$ cat src/rtl/one_shot_trigger_if.sv
// Avalon-MM slave bundle for one_shot_trigger: word addressed, fixed read latency of 1, no waitrequest.
interface one_shot_trigger_if;
  logic [3:0]  avs_address;
  logic        avs_write;
  logic [31:0] avs_writedata;
  logic        avs_read;
  logic [31:0] avs_readdata;

  modport master (
    output avs_address, avs_write, avs_writedata, avs_read,
    input  avs_readdata
  );

  modport slave (
    input  avs_address, avs_write, avs_writedata, avs_read,
    output avs_readdata
  );
endinterface

$ cat src/rtl/one_shot_trigger.sv
// Programmable one-shot pulse generator: each channel fires one delayed pulse of programmable width.
// Macro ONE_SHOT_SYNC_TRIG_EN builds the sync_trig synchronizer and makes CTRL[11:8] (sync_sel) writable.
module one_shot_trigger #(
  parameter int CNT_W = 24,
  parameter int NCH   = 4
) (
  input  logic              clk,
  input  logic              reset_n,
  one_shot_trigger_if.slave avs,
  input  logic              sync_trig,
  output logic [NCH-1:0]    trigger
);

  typedef enum logic [1:0] {IDLE, DLY, PULSE} state_t;

  localparam logic [3:0] A_CTRL = 4'h0;
  localparam logic [3:0] A_STAT = 4'h1;

  logic [NCH-1:0]   en_q, pol_q, sel_q, ovr_q, busy_q;
  logic [NCH-1:0]   en_nxt, fire_req, ovr_nxt;
  logic [CNT_W-1:0] dly_q [NCH];
  logic [CNT_W-1:0] wid_q [NCH];
  logic [CNT_W-1:0] cnt_q [NCH];
  logic [CNT_W-1:0] cnt_nxt [NCH];
  logic [CNT_W-1:0] wsh_q [NCH];
  logic [CNT_W-1:0] wsh_nxt [NCH];
  state_t           st_q [NCH];
  state_t           st_nxt [NCH];
  logic             ctrl_wr, fire_wr, sync_rise;
  logic [31:0]      rd_mux;
  logic             unused_wdata;

  function automatic logic [CNT_W-1:0] at_least_one(input logic [CNT_W-1:0] v);
    return (v == '0) ? CNT_W'(1) : v;
  endfunction

  assign ctrl_wr      = avs.avs_write && (avs.avs_address == A_CTRL);
  assign fire_wr      = avs.avs_write && (avs.avs_address == A_STAT);
  assign unused_wdata = ^avs.avs_writedata[31:CNT_W];

  // The FSMs see the enable being written this cycle, so a disable acts on the write edge itself.
  assign en_nxt   = ctrl_wr ? avs.avs_writedata[NCH-1:0] : en_q;
  assign fire_req = (fire_wr ? avs.avs_writedata[NCH-1:0] : '0) | (sync_rise ? sel_q : '0);

`ifdef ONE_SHOT_SYNC_TRIG_EN
  logic [2:0] sync_ff;

  always_ff @(posedge clk or negedge reset_n) begin
    if (!reset_n) begin
      sync_ff <= '0;
      sel_q   <= '0;
    end else begin
      sync_ff <= {sync_ff[1:0], sync_trig};
      if (ctrl_wr) sel_q <= avs.avs_writedata[8 +: NCH];
    end
  end

  assign sync_rise = sync_ff[1] & ~sync_ff[2];
`else
  logic unused_sync;
  assign unused_sync = sync_trig;
  assign sel_q       = '0;
  assign sync_rise   = 1'b0;
`endif

  always_comb begin
    for (int i = 0; i < NCH; i++) begin
      st_nxt[i]  = st_q[i];
      cnt_nxt[i] = cnt_q[i];
      wsh_nxt[i] = wsh_q[i];
      ovr_nxt[i] = ovr_q[i];
      if (fire_wr && avs.avs_writedata[4+i]) ovr_nxt[i] = 1'b0;
      if (!en_nxt[i]) begin
        st_nxt[i] = IDLE;
      end else begin
        case (st_q[i])
          IDLE: begin
            if (fire_req[i]) begin
              wsh_nxt[i] = wid_q[i];
              if (dly_q[i] == '0) begin
                st_nxt[i]  = PULSE;
                cnt_nxt[i] = at_least_one(wid_q[i]);
              end else begin
                st_nxt[i]  = DLY;
                cnt_nxt[i] = dly_q[i];
              end
            end
          end
          DLY: begin
            if (cnt_q[i] <= CNT_W'(1)) begin
              st_nxt[i]  = PULSE;
              cnt_nxt[i] = at_least_one(wsh_q[i]);
            end else begin
              cnt_nxt[i] = cnt_q[i] - CNT_W'(1);
            end
          end
          PULSE: begin
            if (cnt_q[i] <= CNT_W'(1)) st_nxt[i] = IDLE;
            else                       cnt_nxt[i] = cnt_q[i] - CNT_W'(1);
          end
          default: st_nxt[i] = IDLE;
        endcase
      end
      // Setting beats clearing when both land on the same edge.
      if (fire_req[i] && en_nxt[i] && st_q[i] != IDLE) ovr_nxt[i] = 1'b1;
    end
  end

  always_comb begin
    rd_mux = '0;
    if (avs.avs_address == A_CTRL)      rd_mux = 32'({sel_q, pol_q, en_q});
    else if (avs.avs_address == A_STAT) rd_mux = 32'({ovr_q, busy_q});
    for (int i = 0; i < NCH; i++) begin
      if (avs.avs_address == 4'(2 + 2*i)) rd_mux = 32'(dly_q[i]);
      if (avs.avs_address == 4'(3 + 2*i)) rd_mux = 32'(wid_q[i]);
    end
  end

  always_ff @(posedge clk or negedge reset_n) begin
    if (!reset_n) begin
      en_q             <= '0;
      pol_q            <= '0;
      ovr_q            <= '0;
      busy_q           <= '0;
      trigger          <= '0;
      avs.avs_readdata <= '0;
      for (int i = 0; i < NCH; i++) begin
        st_q[i]  <= IDLE;
        cnt_q[i] <= '0;
        wsh_q[i] <= '0;
        dly_q[i] <= '0;
        wid_q[i] <= '0;
      end
    end else begin
      en_q             <= en_nxt;
      ovr_q            <= ovr_nxt;
      avs.avs_readdata <= avs.avs_read ? rd_mux : '0;
      if (ctrl_wr) pol_q <= avs.avs_writedata[4 +: NCH];
      for (int i = 0; i < NCH; i++) begin
        st_q[i]    <= st_nxt[i];
        cnt_q[i]   <= cnt_nxt[i];
        wsh_q[i]   <= wsh_nxt[i];
        busy_q[i]  <= (st_q[i] != IDLE);
        trigger[i] <= (st_q[i] == PULSE) ^ pol_q[i];
        if (avs.avs_write && avs.avs_address == 4'(2 + 2*i)) dly_q[i] <= avs.avs_writedata[CNT_W-1:0];
        if (avs.avs_write && avs.avs_address == 4'(3 + 2*i)) wid_q[i] <= avs.avs_writedata[CNT_W-1:0];
      end
    end
  end

endmodule
$ cat src/flat_wrapper.sv
// flat-port wrapper written by rule: the top's interface ports become plain ports
module one_shot_trigger_flat 
#(
  parameter int CNT_W = 24,
  parameter int NCH   = 4
)
  (clk, reset_n, sync_trig, trigger, avs_avs_address, avs_avs_write, avs_avs_writedata, avs_avs_read, avs_avs_readdata);
  one_shot_trigger_if avs_i ();
  input  logic clk;
  input  logic reset_n;
  input  logic sync_trig;
  output logic [NCH-1:0] trigger;
  input wire logic [$bits(avs_i.avs_address)-1:0] avs_avs_address;
  input wire logic [$bits(avs_i.avs_write)-1:0] avs_avs_write;
  input wire logic [$bits(avs_i.avs_writedata)-1:0] avs_avs_writedata;
  input wire logic [$bits(avs_i.avs_read)-1:0] avs_avs_read;
  output wire logic [$bits(avs_i.avs_readdata)-1:0] avs_avs_readdata;
  assign avs_i.avs_address = avs_avs_address;
  assign avs_i.avs_write = avs_avs_write;
  assign avs_i.avs_writedata = avs_avs_writedata;
  assign avs_i.avs_read = avs_avs_read;
  assign avs_avs_readdata = avs_i.avs_readdata;
  one_shot_trigger #(.CNT_W(CNT_W), .NCH(NCH)) u_core (.clk(clk), .reset_n(reset_n), .avs(avs_i), .sync_trig(sync_trig), .trigger(trigger));
endmodule
$ cat config.mk
export PLATFORM = sky130hd
export DESIGN_NAME = one_shot_trigger_flat
export DESIGN_NICKNAME = d
export VERILOG_FILES = /design/src/rtl/one_shot_trigger_if.sv /design/src/rtl/one_shot_trigger.sv /design/src/flat_wrapper.sv
export SDC_FILE = /design/constraint.sdc
export NUM_CORES = 1
export LEC_CHECK = 0
export CORE_UTILIZATION = 62
export DETAILED_ROUTE_END_ITERATION = 6
export GPL_ROUTABILITY_DRIVEN = 0
export PLACE_DENSITY = 0.8
export REMOVE_ABC_BUFFERS = 1
export SETUP_SLACK_MARGIN = 0.1
export SLEW_MARGIN = 25
export SYNTH_ARGS = -nofsm -noshare
export SYNTH_HDL_FRONTEND = slang
export SYNTH_SLANG_ARGS = --single-unit
$ cat constraint.sdc
create_clock -name clk -period 3.5 [get_ports clk]
set_input_delay 0.875 -clock clk [delete_from_list [all_inputs] [get_ports clk]]
set_output_delay 0.875 -clock clk [all_outputs]
set_load 0.01 [all_outputs]
---- Yosys cells after proc, flatten, opt, wreduce, memory -nomap -nowiden ----
Cells that the tools add are included.
Widths: inputs -> output; s select.
word-level totals
  output and inout port bits .............. 36
  bits in registers ....................... 444
operators by class
  order comparisons ....................... 4
  multiplexer cells ....................... 73
  reduce and logical (&&, ||, !) cells .... 63
  bitwise logic cells ..................... 4
  equality and inequality tests ........... 37
  $add $sub $neg .......................... 4
operators by type and width
  cell                   number
  $mux 24                24
  $mux 32                10
  $logic_not 24->1       12
  $pmux 24 s3            4
  $le 24x1->1 const B    4
  $sub 24x1->24 const B  4
  $mux 2                 20
  $ne 3x3->1 const B     12
  $pmux 2 s3             4
  $reduce_and 3->1       8
  $logic_and 1x1->1      22
  $eq 4x3->1 const B     4
  $reduce_and 4->1       4
  $reduce_bool 2->1      8
  $reduce_bool 3->1      4
  $eq 2x1->1 const B     4
  $eq 2x2->1 const B     4
  $eq 4x2->1 const B     2
  $eq 4x4->1 const B     2
  $logic_not 2->1        4
  $mux 1                 8
  $mux 4                 2
  $mux 8                 1
  $ne 2x1->1 const B     4
  4 further kinds        10

---- Depth between registers and ports, before layout ----
Gate-level depths: netlist (run 1).
  depth after elaboration ................. 12
  gate-level depth with buffers ........... 10
  gate-level depth less buffers ........... 8

---- Least setup slack after synthesis (run 1) ----
Ideal clock, no wire load.
  kind .................................... input to register
  from .................................... input avs_avs_address[1]
  to ...................................... register u_core.cnt_q[67] (netlist bit)
  buffers on the path ..................... 4
  setup slack ............................. 0.455 ns
  stages on the path ...................... 9
  arrival time ............................ 2.922 ns
  cells stage by stage .................... buf_2 > nor4b_2 > and2_1 > clkbuf_1 > a21oi_1 > a2111o_1 > buf_2 > buf_4 > a211o_1
between the ends
  word-level cells in the longest chain between the ends .. 5
ends and longest elaborated chain
  element                          line                     RTL
  from (decl)                      flat_wrapper.sv:13       input wire logic [$bits(avs_i.avs_address)-1:0] avs_avs_address;
  $eq 4x1->1                       one_shot_trigger.sv:38   assign fire_wr = avs.avs_write && (avs.avs_address == A_STAT);
  $logic_and 1x1->1                one_shot_trigger.sv:38
  $mux 4                           one_shot_trigger.sv:43   assign fire_req = (fire_wr ? avs.avs_writedata[NCH-1:0] : '0) | (sync_rise ? sel_q : '0);
  $ne 2x1->1 (no line)             --
  $reduce_and 4->1 (no line) (*)   --
  to (signal, indexed assignment)  one_shot_trigger.sv:141  cnt_q[i] <= cnt_nxt[i];
  to (decl)                        one_shot_trigger.sv:23   logic [CNT_W-1:0] cnt_q [NCH];
Mark *: on every way between the ends. The rest lies on a longest branch, timed or not.
A chain may end at the register's enable or synchronous reset.

---- Worst setup path in the final report (run 1) ----
  from .................................... input avs_avs_address[3]
  to ...................................... register u_core.cnt_q[92] (netlist bit)
Same word-level chain as after synthesis.

==> impl_results.md, run 1 <==
* Most common cell in the netlist: dfrtp_1
* Max cap viols at 0
* Static Leak at 11.45 nW
* CP endpoint kind: flop
* Worst rel slew slack at 0.3822
* Critical path class: in -> reg
* Die height at 195.9 um
* DP Worst Slack at -0.1401 ns
* Area Overhead vs Synth at 15.06%
* Pre-Repair DR Iteration Count at 7
* Yosys top cell area share at 0.4682
* Hold/Removal Path Class: in -> async
* FF+latch count, synth at 436
* Routed len/inst at 25.72 um
* H-Tree Depth at 2
* Clk slew on worst S/H paths at 0.06 ns
* Die width at 195.9 um
* Cells on worst reg2reg path at 6
* Failing checks: DRC
* Critical Path AT at 3.57 ns
* Fmax at 320.9 MHz
* PortBufs at 59
* Worst R2R Start: u_core.dly_q[39]
* DRC at 13
* Seq/Total Area, Yosys at 0.4682
* TritonCTS clock tree: done
* Area after DPL at 0.02516 mm^2
* Vias in the first global route at 20080
* Layout cell share with drive strength beyond 1 at 0.2382
* Final nets at 2380
* Post-CTS setup buffers at 0
* Total global-route track usage at 0.3810
* Placement Rows at 70
* Max Buffers Root-to-Sink at 3
* Clock root buffer master: clkbuf_16
* HPWL after DPL at 51350 um
* Io pins at 77
* Initial Util at 0.6334
* Antenna diodes at 0
* Top cells by count, synth: dfrtp_1 (436), mux2_2 (287), nand2_1 (175)
* Skew final at 0.01523 ns
* Clock Latency Late Sink at 0.58 ns
* Pwr dens at 727.7 mW/mm^2
* Startpoint Class: primary input
* R2r endpoint: u_core.cnt_q[38]
* Fin. Hold Viols at 0
* Total number of vias at 20430
* Period utilization at 0.8904
* Remaining antenna violation count at 0
* Initial antenna violation count at 5
* Pin count of the biggest net entering global routing at 76
* RSZ-0062 raised after global routing: no
* DR iter-0 viols at 2712
* Pins Over Slew Limit at 0
* Peak supply drop at 0.4677 mV
* Worst setup margin at 0.3837 ns
* CTS Buf Count at 47
* Post-CTS Resized at 0
* Syn Std Cell Area at 0.02330 mm^2
* Tightest Pin Transition at 0.9233 ns
* Syn avg cell area at 10.56 um^2
* Final setup violation count at 0
* Core Region at 0.03679 mm^2
* First-pass GRT wire length at 113500 um
* Synth top area cells: dfrtp_1 (47%), mux2_2 (14%), nand2_1 (2.8%)
* CP startpoint: avs_avs_address[3]
* Status: complete, but fails checks
* Pwr Total at 19.51 mW
* Grt total ovfl at 0
* Predominant post-synthesis flop cell: dfrtp_1
* Reg2reg setup slack at 0.55 ns
* Yosys cell types at 86
* Worst-path fanout max at 13
* Post-route cell area at 0.02681 mm^2
* Die area at 0.03836 mm^2
* Post-synth EDFFs at 0
* Largest area contributor in the netlist: dfrtp_1
* Syn Inst Count at 2207
* Async set-or-reset flop fraction in the synthesized netlist at 1.000
* Ys Warns at 0
* DRT Wirelength at 72520 um
* Vias/cell at 7.246
* Clock Sinks at 436
* Worst Path Required at 3.95 ns
* Hold buffer count at CTS at 0
* Crit path time final at 3.116 ns
## cell usage in the layout (no fill, tap or decap), drive strengths merged, types with 56 or more instances in the layout
cell,synthesis,layout
nor2,152,152
nand2,175,175
clkdlybuf4s50,0,57
nor4,91,91
o21ai,91,91
o31ai,56,56
clkbuf,97,63
a21oi,65,65
buf,45,137
dfrtp,436,436
inv,60,61
mux2,287,287
a211oi,75,75
## sequential cells by signal, summed over array words and instances, names as in the netlist
register                 cells
u_core.avs.avs_readdata     24
u_core.pol_q                 4
u_core.en_q                  4
u_core.st_q                  8
u_core.cnt_q                96
u_core.ovr_q                 4
u_core.dly_q                96
u_core.busy_q                4
u_core.trigger               4
u_core.wsh_q                96
u_core.wid_q                96
## worst max path at each step
| stage | endpoint | slack [ns] |
|---|---|---|
| 2_1_floorplan | u_core.wid_q[72] | -0.30 |
| 3_3_place_gp | u_core.cnt_q[89] | -0.17 |
| 6_report | u_core.cnt_q[92] | 0.38 |
| 4_1_cts | u_core.cnt_q[89] | 0.42 |
| 5_1_grt | u_core.cnt_q[89] | 0.29 |
| 3_5_place_dp | u_core.cnt_q[89] | -0.14 |
## per-stage QoR
stage | hold WS, ns | setup TNS (ns) | util | std cells
finish | 0.2450 | 0 | 0.7288 | 2819
global route | 0.3023 | 0 | 0.7288 | 2819
CTS | 0.2699 | 0 | 0.7286 | 2819
detailed placement | 0.4749 | -3.121 | 0.6839 | 2734
global placement | 0.4649 | -2.097 | 0.6839 | 2734
floorplan | 0.4429 | -7.799 | - | 2072
## critical path: stages
cell	delay (ns)
clkdlybuf4s50_1	0.55
or4b_1	0.54
buf_4	0.20
nor2_8	0.16
mux2i_2	0.11
buf_4	0.19
a2111oi_4	0.29
buf_4	0.26
o21ai_0	0.13
a22o_1	0.26
## kinds of logic after synthesis
kind of cell               share of synthesized area
adders and majority gates                    0.01289
muxes                                         0.1523
DFF                                           0.4682
xor gates and xnor gates                    0.006390
AOI/OAI and AO/OA                             0.1902
buffers and inverters                        0.03668
and+or+nand+nor                               0.1331
other                                      0.0001609
## per-layer routing
metal | track usage | wire length, um | up-vias
met4 | 0.1814 | 3827 | 6
met1 | 0.5064 | 27790 | 10160
met2 | 0.6029 | 33640 | 1274
met5 | 0 | 35 | -
met3 | 0.07512 | 7221 | 308
li1 | - | - | 8680
## area by class of cell
type	count	area, um^2
inverters	60	225.2
clock inverters	22	277.8
flip-flops and latches	436	10910
multi-input cells	1576	11610
well taps	468	585.6
repair buffers	194	1829
clock buffers	63	1369
fillers	2517	9975
## power by group
group	switching (mW)	internal [mW]
Clock	2.12	3.19
Combinational	3.63	2.70
Sequential	1.64	6.24
Total	7.39	12.1
Note: power is estimated with default switching activity, not from simulation.
==> run 2, diff against run 1 <==
Settings changed: CORE_MARGIN from default to 5.
==> impl_results.md, run 2 (same netlist as run 1, synthesis figures left out) <==
* Wire length on met2 at 33860 um (+0.64%)
* Layout cell share with drive strength beyond 1 at 0.2330 (-0.005220)
* Crit path time final at 3.214 ns (+0.09761 ns)
* Area Overhead vs Synth at 14.86%
* Fmax at 311.1 MHz (-3.0%)
* DR iter-0 viols at 2684 (-1.0%)
* Metal3 WL at 7617 um (+5.5%)
* Die area at 0.04156 mm^2 (+8.3%)
* First-pass GRT wire length at 113500 um (about the same)
* Tightest Pin Transition at 0.9315 ns (+0.008208 ns)
* Grt total ovfl at 0 (unchanged)
* Vias/cell at 7.156 (-1.2%)
* Post-CTS Resized at 0 (unchanged)
* Final setup violation count at 0 (unchanged)
* Top layer in use: met5
* Die height at 203.9 um (+4.1%)
* Period utilization at 0.9183 (+0.02789)
* Reg2reg setup slack at 0.47 ns (-0.08 ns)
* Final nets at 2364 (-0.67%)
* Initial antenna violation count at 1 (-4)
* Peak supply drop at 0.5115 mV (+9.4%)
* Clock Latency Late Sink at 0.57 ns (about the same)
* Worst Path Required at 3.95 ns (about the same)
* PortBufs at 59 (unchanged)
* Total number of vias at 20380 (-0.23%)
* TritonCTS clock tree: done
* WHS at 0.3174 ns (+0.07237 ns)
* Failing checks: DRC
* Clk slew on worst S/H paths at 0.06 ns (about the same)
* RSZ-0062 raised after global routing: no
* Most common cell after layout, fill and taps aside: dfrtp_1
* Met1 Routed Length at 27460 um (-1.2%)
* Critical Path AT at 3.67 ns (+0.10 ns)
* Pwr Total at 19.38 mW (-0.68%)
* HPWL after DPL at 51460 um (+0.21%)
* Vias in the first global route at 19880 (-1.0%)
* Startpoint Class: primary input
* Critical path class: in -> reg
* Worst-path fanout max at 6 (-7)
* Clock root buffer master: clkbuf_16
* Total global-route track usage at 0.3451 (-0.03581)
* CP max stage cell: clkdlybuf4s50_1
* CTS Buf Count at 46 (-2.1%)
* Skew final at 0.01391 ns (-0.001329 ns)
* Static Leak at 11.37 nW (-0.68%)
* Io pins at 77 (unchanged)
* Worst Path Buf+Inv at 3 (-1)
* Crit path top cell by count: buf_4
* Status: complete, but fails checks
* Max cap viols at 0 (unchanged)
* Initial Util at 0.6230 (-0.01041)
* Die width at 203.9 um (+4.1%)
* Top Family by Delay on Critical Path: compound AO/OA/AOI/OAI gates
* Post-CTS setup buffers at 0 (unchanged)
* Placed Cells at 2762 (+1.0%)
* Placement Rows at 71 (+1.4%)
* DRC at 2 (-11)
* Hold/Removal Path Class: in -> async
* Remaining antenna violation count at 0 (unchanged)
* Pwr dens at 724.0 mW/mm^2 (-0.51%)
* Routed len/inst at 25.53 um (-0.77%)
* Max Buffers Root-to-Sink at 3 (unchanged)
* Most frequent cells in the layout: dfrtp_1 (436), mux2_2 (287), nand2_1 (175)
* CP endpoint kind: flop
* Pin count of the biggest net entering global routing at 95 (+25%)
* DRT Wirelength at 72700 um (+0.25%)
* Clock Sinks at 436 (unchanged)
* Core Region at 0.03740 mm^2 (+1.7%)
* Fin. Hold Viols at 0 (unchanged)
* CP Cell Sequence: clkdlybuf4s50_1 > buf_4 > nor4b_2 > and2_1 > a21oi_1 > a2111o_1 > buf_4 > a31o_2 > a32o_1
* Pre-Repair DR Iteration Count at 7 (unchanged)
* Worst rel slew slack at 0.3790 (-0.003198)
* Fin cells at 2848 (+1.0%)
* H-Tree Depth at 2 (unchanged)
* Hold buffer count at CTS at 0 (unchanged)
* Pins Over Slew Limit at 0 (unchanged)
* Worst stage delay on the critical path at 0.56 ns (about the same)
-- run 2: changes by cell type in the layout (fill, tap and decap cells not counted) --
| cell | before | now |
|---|---|---|
| diode_2 | 0 | 2 |
| clkinvlp_4 | 4 | 6 |
| clkbuf_8 | 9 | 6 |
| clkinv_2 | 10 | 8 |
| buf_12 | 18 | 20 |
| clkinv_4 | 1 | 4 |
| buf_4 | 117 | 100 |
| inv_6 | 1 | 0 |
-- run 2: final cells by class --
cell class                      instances  area [um^2]
Inverter                               60        225.2
Antenna cell                            2        5.005
Clock buffer                           60         1328
Sequential cell                       436        10910
Multi-Input combinational cell       1576        11610
Clock inverter                         24        300.3
Fill cell                            2562        10640
Timing Repair Buffer                  179         1742
Tap cell                              511        639.4
-- run 2: metal layers --
| metal | vias to the layer above | global-route usage |
|---|---|---|
| li1 | 8661 | - |
| met1 | 10100 | 0.4675 |
| met2 | 1322 | 0.5473 |
| met3 | 293 | 0.07109 |
| met4 | 2 | 0.1457 |
| met5 | - | 0 |
-- run 2: worst paths after layout --
kind                                    end  depth (start not counted)               start
min in group clk           u_core.cnt_q[86]                          1    u_core.cnt_q[86]
min                         u_core.cnt_q[8]                          1             reset_n
max                        u_core.cnt_q[78]                          9  avs_avs_address[1]
max reg2reg                u_core.cnt_q[67]                          7    u_core.cnt_q[62]
max in group asynchronous  u_core.cnt_q[26]                          2             reset_n
min reg2reg                u_core.cnt_q[86]                          1    u_core.cnt_q[86]
-- run 2: per-stage QoR --
step | instance area (um^2) | setup WS, ns | TNS, ns | utilization
2_1_floorplan | 22700 | -0.3000 | -7.799 | -
3_3_place_gp | 25120 | -0.1958 | -5.367 | 0.6717
3_5_place_dp | 25120 | -0.2262 | -7.280 | 0.6717
4_1_cts | 26750 | 0.3128 | 0 | 0.7153
5_1_grt | 26760 | 0.2072 | 0 | 0.7155
6_report | 26760 | 0.2861 | 0 | 0.7156
-- run 2: where the power goes --
part / internal, mW / switching (mW)
combinational: 2.67 / 3.62
clock: 3.13 / 2.10
sequential: 6.24 / 1.63
total: 12.0 / 7.34
